[config.mk]
export PLATFORM = sky130hd
export DESIGN_NAME = addr_decoder_n
export DESIGN_NICKNAME = d
export VERILOG_FILES = /design/src/rtl/addr_dec_pkg.sv /design/src/rtl/addr_decoder_n_shift.sv /design/src/rtl/addr_decoder_n.sv
export SDC_FILE = /design/constraint.sdc
export NUM_CORES = 1
export LEC_CHECK = 0
export CORE_MARGIN = 5
export CORE_UTILIZATION = 49
export DETAILED_ROUTE_END_ITERATION = 6
export GPL_ROUTABILITY_DRIVEN = 0
export GPL_TIMING_DRIVEN = 0
export PLACE_DENSITY = 0.76
export SYNTH_ARGS = -nofsm -noshare
export SYNTH_HDL_FRONTEND = slang
export SYNTH_SLANG_ARGS = --single-unit
[constraint.sdc]
create_clock -name clk -period 1.95 [get_ports clk]
set_input_delay 0.2925 -clock clk [delete_from_list [all_inputs] [get_ports clk]]
set_output_delay 0.2925 -clock clk [all_outputs]
set_load 0.02 [all_outputs]
[src/rtl/addr_dec_pkg.sv]
// Shared types and default sizing for the serial address decoder.
package addr_dec_pkg;

  localparam int DEF_ADDR_WIDTH  = 16;
  localparam int DEF_NUM_TARGETS = 3;

  typedef enum logic [1:0] {
    ST_IDLE   = 2'd0,
    ST_ADDR   = 2'd1,
    ST_ACTIVE = 2'd2,
    ST_SPLIT  = 2'd3
  } dec_state_e;

endpackage

[src/rtl/addr_decoder_n_shift.sv]
// LSB-first deserialiser: start loads bit 0, shift places the next bit at the
// running count, done flags the shift that completes the word.
module serial_shift_in #(
  parameter int WIDTH = 16
) (
  input  logic             clk,
  input  logic             rst_n,
  input  logic             clear,
  input  logic             start,
  input  logic             shift,
  input  logic             bit_in,
  output logic [WIDTH-1:0] shift_word,
  output logic             done
);

  localparam int CNT_W = $clog2(WIDTH + 1);

  logic [WIDTH-1:0] data_r;
  logic [CNT_W-1:0] count_r;

  // word as it looks once the current bit is placed; done on the final bit
  always_comb begin
    done = shift && (count_r == CNT_W'(WIDTH - 1));
    for (int k = 0; k < WIDTH; k++) begin
      shift_word[k] = (count_r == CNT_W'(k)) ? bit_in : data_r[k];
    end
  end

  // shift register and bit counter; a completed word frees the register
  always_ff @(posedge clk or negedge rst_n) begin
    if (!rst_n) begin
      data_r  <= '0;
      count_r <= '0;
    end else if (clear || done) begin
      data_r  <= '0;
      count_r <= '0;
    end else if (start) begin
      data_r  <= {{(WIDTH-1){1'b0}}, bit_in};
      count_r <= CNT_W'(1);
    end else if (shift) begin
      data_r  <= shift_word;
      count_r <= count_r + CNT_W'(1);
    end
  end

endmodule

[src/rtl/addr_decoder_n.sv]
// Serial address decoder: collects an LSB-first address, decodes its top bits
// into a one-hot target select and tracks split / release of the transaction.
module addr_decoder_n
  import addr_dec_pkg::*;
#(
  parameter  int ADDR_WIDTH  = DEF_ADDR_WIDTH,
  parameter  int NUM_TARGETS = DEF_NUM_TARGETS,
  localparam int TGT_BITS    = (NUM_TARGETS > 2) ? $clog2(NUM_TARGETS) : 1
) (
  input  logic                   clk,
  input  logic                   rst_n,
  input  logic                   bus_data_in,
  input  logic                   bus_data_in_valid,
  input  logic                   bus_mode,
  input  logic                   split,
  input  logic                   txn_end,
  output logic [NUM_TARGETS-1:0] target_valid,
  output logic [TGT_BITS-1:0]    sel,
  output logic [ADDR_WIDTH-1:0]  addr_out,
  output logic                   addr_valid,
  output logic                   decode_err,
  output logic                   split_pending
);

  localparam int            NT_I = NUM_TARGETS;
  localparam logic [TGT_BITS:0] NT_L = NT_I[TGT_BITS:0];

  dec_state_e state_r, state_s;

  logic                   bit_ok_s, start_s, shift_s, clear_s, done_s, idx_ok_s;
  logic [ADDR_WIDTH-1:0]  word_s;
  logic [TGT_BITS-1:0]    idx_s;

  logic [NUM_TARGETS-1:0] tv_s, tv_r;
  logic [TGT_BITS-1:0]    sel_s, sel_r;
  logic [ADDR_WIDTH-1:0]  aout_s, aout_r;
  logic                   av_s, av_r, de_s, de_r, sp_s, sp_r;

  function automatic logic [NUM_TARGETS-1:0] onehot(input logic [TGT_BITS-1:0] i);
    logic [NUM_TARGETS-1:0] r;
    for (int k = 0; k < NUM_TARGETS; k++) begin
      r[k] = (i == TGT_BITS'(k));
    end
    return r;
  endfunction

  assign bit_ok_s = bus_data_in_valid && bus_mode;
  assign start_s  = bit_ok_s && ((state_r == ST_IDLE) ||
                                 ((state_r == ST_ACTIVE) && !txn_end && !split));
  assign shift_s  = (state_r == ST_ADDR) && bit_ok_s;
  assign clear_s  = (state_r == ST_ADDR) && !bus_mode;
  assign idx_s    = word_s[ADDR_WIDTH-1 -: TGT_BITS];
  assign idx_ok_s = ({1'b0, idx_s} < NT_L);

  serial_shift_in #(.WIDTH(ADDR_WIDTH)) u_shift (
    .clk        (clk),
    .rst_n      (rst_n),
    .clear      (clear_s),
    .start      (start_s),
    .shift      (shift_s),
    .bit_in     (bus_data_in),
    .shift_word (word_s),
    .done       (done_s)
  );

  // state register
  always_ff @(posedge clk or negedge rst_n) begin
    if (!rst_n) begin
      state_r <= ST_IDLE;
    end else begin
      state_r <= state_s;
    end
  end

  // next state; txn_end outranks split, split outranks a new address
  always_comb begin
    state_s = state_r;
    case (state_r)
      ST_IDLE: begin
        if (bit_ok_s) state_s = ST_ADDR;
        else          state_s = ST_IDLE;
      end
      ST_ADDR: begin
        if (!bus_mode)                 state_s = ST_IDLE;
        else if (done_s && idx_ok_s)   state_s = ST_ACTIVE;
        else if (done_s)               state_s = ST_IDLE;
        else                           state_s = ST_ADDR;
      end
      ST_ACTIVE: begin
        if (txn_end)       state_s = ST_IDLE;
        else if (split)    state_s = ST_SPLIT;
        else if (bit_ok_s) state_s = ST_ADDR;
        else               state_s = ST_ACTIVE;
      end
      ST_SPLIT: begin
        if (txn_end)     state_s = ST_IDLE;
        else if (!split) state_s = ST_ACTIVE;
        else             state_s = ST_SPLIT;
      end
      default: state_s = ST_IDLE;
    endcase
  end

  // next values of the registered outputs
  always_comb begin
    tv_s   = tv_r;
    sel_s  = sel_r;
    aout_s = aout_r;
    av_s   = 1'b0;
    de_s   = 1'b0;
    case (state_r)
      ST_IDLE: begin
        tv_s = tv_r;
      end
      ST_ADDR: begin
        if (!bus_mode) begin
          de_s = 1'b1;
        end else if (done_s && idx_ok_s) begin
          tv_s   = onehot(idx_s);
          sel_s  = idx_s;
          aout_s = word_s;
          av_s   = 1'b1;
        end else if (done_s) begin
          tv_s   = '0;
          aout_s = word_s;
          de_s   = 1'b1;
        end else begin
          tv_s = tv_r;
        end
      end
      ST_ACTIVE: begin
        if (txn_end) begin
          tv_s  = '0;
          sel_s = '0;
        end else if (split || bit_ok_s) begin
          tv_s = '0;
        end else begin
          tv_s = tv_r;
        end
      end
      ST_SPLIT: begin
        if (txn_end) begin
          tv_s  = '0;
          sel_s = '0;
        end else if (!split) begin
          tv_s = onehot(sel_r);
        end else begin
          tv_s = tv_r;
        end
      end
      default: begin
        tv_s  = '0;
        sel_s = '0;
      end
    endcase
    sp_s = (state_s == ST_SPLIT);
  end

  // output registers
  always_ff @(posedge clk or negedge rst_n) begin
    if (!rst_n) begin
      tv_r   <= '0;
      sel_r  <= '0;
      aout_r <= '0;
      av_r   <= 1'b0;
      de_r   <= 1'b0;
      sp_r   <= 1'b0;
    end else begin
      tv_r   <= tv_s;
      sel_r  <= sel_s;
      aout_r <= aout_s;
      av_r   <= av_s;
      de_r   <= de_s;
      sp_r   <= sp_s;
    end
  end

  assign target_valid  = tv_r;
  assign sel           = sel_r;
  assign addr_out      = aout_r;
  assign addr_valid    = av_r;
  assign decode_err    = de_r;
  assign split_pending = sp_r;

endmodule

==> flow_metrics.tcl <==
set metrics [dict create \
    status "complete, but fails checks" \
    violations "setup timing" \
    cts_buffers 5 \
    grt_pass1_vias 1916 \
    cts_buffer_depth 2 \
    rows 25 \
    netlist_instances 241 \
    p_leak_nw 1.36 \
    crit_path_end_kind "flop" \
    syn_area_um2 2350 \
    grt_max_degree 27 \
    nFillCells 344 \
    vias 2019 \
    antenna_found_initial 0 \
    min-delay-path-class "in -> reg" \
    viasPerCell 5.77 \
    fmax_mhz 501 \
    yosys-top-cells-area "dfrtp_1 (50%), o21ai_0 (8.3%), mux2i_1 (6.4%)" \
    relSlewSlack_pct 64.6 \
    synthesis.nets 253 \
    fin_skew_ps 12.2 \
    synth_ff_type "dfrtp_1" \
    clock-root-buffer "clkbuf_8" \
    async_flop_share_pct 100 \
    yosysUniqueCellTypes 43 \
    dieWidth_um 79.3 \
    ys_warn_count 0 \
    setup_viol 2 \
    min_period_over_period_pct 102 \
    hold_viol_final 0 \
    clock_insertion_delay_worst_skew_ps 310 \
    synth-adder-area-share_pct 2.66 \
    crit_fanout 6 \
    register_area_um2 1180 \
    wl_per_cell_um 17.4 \
    io_pins 31 \
    grt_usage_pct 19.0 \
    area_delta_synth_final_pct 35.4 \
    power_density_nw_per_um2 643 \
    hold_start "bus_mode" \
    synth.top_cell.area_share_pct 49.9 \
    grt-ovfl-total 0 \
    die-area_um2 6290 \
    ant_nets 0 \
    power.total_mw 2.05 \
    tritoncts "yes" \
    yosysSeqAreaShare_pct 49.9 \
    vdd_drop_max_mv 0.563 \
    cp-startpoint "u_shift.count_r[3]" \
    dr.pass1.iters 4 \
    crit_arrival_ps 2220 \
    drive_gt1_share_pct 24.0 \
    n_antenna_cell 0 \
    core_area_um2 4690 \
    path_clk_slew_ps 100 \
    fin_cells 350 \
    hold_slack_ps 291 \
    placed_cells 325 \
    cap_violations 0 \
    synth.cells.most_frequent "dfrtp_1 (47), nand2_1 (39), o21ai_0 (39)" \
    grt_first_pass_wirelength_um 9370 \
    wl_um 6070 \
    rsz0062_at_grt "yes" \
    numPortBuffers 29 \
    synth_top_area_cell "dfrtp_1" \
    tightest_slew_ps 531 \
    hpwl_um 3830 \
    synth_top_family_by_area "simple AND/OR/NAND/NOR gates" \
    slew_viol_final 0 \
    multi_input_area_um2 1180 \
    dr.first_iter.drc_count 125 \
    initial_utilization_pct 50.2 \
    synthSimpleGateAreaFrac_pct 18.1 \
    synth_edf_count 0 \
    critical_path_class "reg -> reg" \
    nets 307 \
    synth_area_per_cell_um2 9.77 \
    cts_num_sinks 47 \
    synth_seq_cells 47 \
    yosys-mux-area-fraction_pct 7.81 \
    postLayoutSetupSlackWorst_ps -47.8 \
    period_needed_ps 2000 \
    yosysMostFrequentCell "dfrtp_1" \
    startpoint_type "flop" \
    drc 0 \
    die_h_um 79.3 \
    crit_required_ps 2170 \
    rr_startpoint "u_shift.count_r[3]" \
    htreeDepth 2 \
    final_util_pct 67.9 \
    synth_compound_area_share_pct 16.2 \
    synth-xor-area-share_pct 0 \
]
cells by family after synthesis:
family,Yosys count
compound gates,64
fa+ha+maj,5
buf+inv,27
flops,47
mux,18
simple gates,80
worst paths after layout:
| path | to | slack [ps] | depth (start not counted) |
|---|---|---|---|
| worst max-delay path | u_shift.count_r[2] | -50 | 8 |
| min in group asynchronous | addr_out[12] | 490 | 2 |
| worst min-delay path | state_r[0] | 290 | 3 |
| max in group asynchronous | addr_out[5] | 930 | 3 |
| worst max register to register | u_shift.count_r[2] | -50 | 8 |
| worst min register to register | u_shift.data_r[10] | 490 | 2 |
where the power goes:
group	switching (mW)	leakage, nW	internal (mW)
clock network	0.353	0.0581	0.382
registers	0.0277	0.644	1.00
logic	0.163	0.653	0.120
total	0.543	1.36	1.51
layout make-up:
| class | instances | area share [%] |
|---|---|---|
| Buffer | 17 | 4.40 |
| Clock buffer | 5 | 2.16 |
| Clock inverter | 3 | 1.37 |
| Inverter | 10 | 1.26 |
| Multi-Input combinational cell | 167 | 37.0 |
| Sequential cell | 47 | 36.9 |
| Tap cell | 54 | 2.12 |
| Timing Repair Buffer | 47 | 14.8 |
sequential cells by signal, summed over array words and instances, names as in the netlist:
register	cells
addr_out	16
u_shift.data_r	16
u_shift.count_r	5
target_valid	3
sel	2
state_r	2
addr_valid	1
decode_err	1
split_pending	1
metal layers:
layer	vias up	GRT usage [%]	wire [um]	share of wire (%)
met5	-	0	0	0
met4	0	6.70	93	1.5
met3	6	3.51	299	4.9
met2	62	30.5	3030	50
met1	988	25.8	2650	44
li1	963	-	-	-
critical path, cell delays in order (launching register included):
cell	delay (ps)
dfrtp_1	390
buf_6	130
clkbuf_8	120
and3_4	160
ha_4	170
a21boi_0	220
a2bb2oi_1	360
a21oi_1	150
o22ai_1	190
placed cells by master, fill, tap and decap left out, types with 3 or more instances in the layout:
cell             synthesis  layout
ha_1                     5       3
o21ai_2                  0       6
nand2_4                  0       3
mux2_2                   3       3
o21ai_0                 39      19
and2_1                   4       3
mux2i_1                 15      13
nand2_1                 39      33
nor2_1                   4       4
nand4_1                  3       3
nor4_1                   3       3
inv_1                   10       8
clkbuf_8                 0       6
buf_8                    0       3
dfrtp_1                 47      46
clkbuf_2                 0       3
nor4b_1                  4       3
buf_2                    8       6
and4_1                   4       4
o21ai_1                  0      14
a21oi_1                  6       6
nor2b_1                  3       3
clkdlybuf4s50_1          0      28
nand2_2                  0       3
nor3_1                   5       5
buf_4                    0      15
what timing repair did:
action                                  in CTS  in global routing
resized for setup                           20                 51
endpoints found under the setup margin      45                 41
buffers inserted                             6                  8
hold endpoints to repair                    21                  0
pin swaps                                    5                  8
cloned                                       0                  2
hold buffers                                 1                  0
stage by stage:
stage / area, um^2 / TNS (ps) / worst slack [ps]
CTS: 2980 / -43.6 / -21.1
global placement: 2740 / -38050 / -711
global route: 3190 / -1180 / -127
detailed placement: 2750 / -6510 / -259
finish: 3190 / -83.0 / -47.8
floorplan: 2380 / 0 / 15.4
Note: power is estimated with default switching activity, not from simulation.
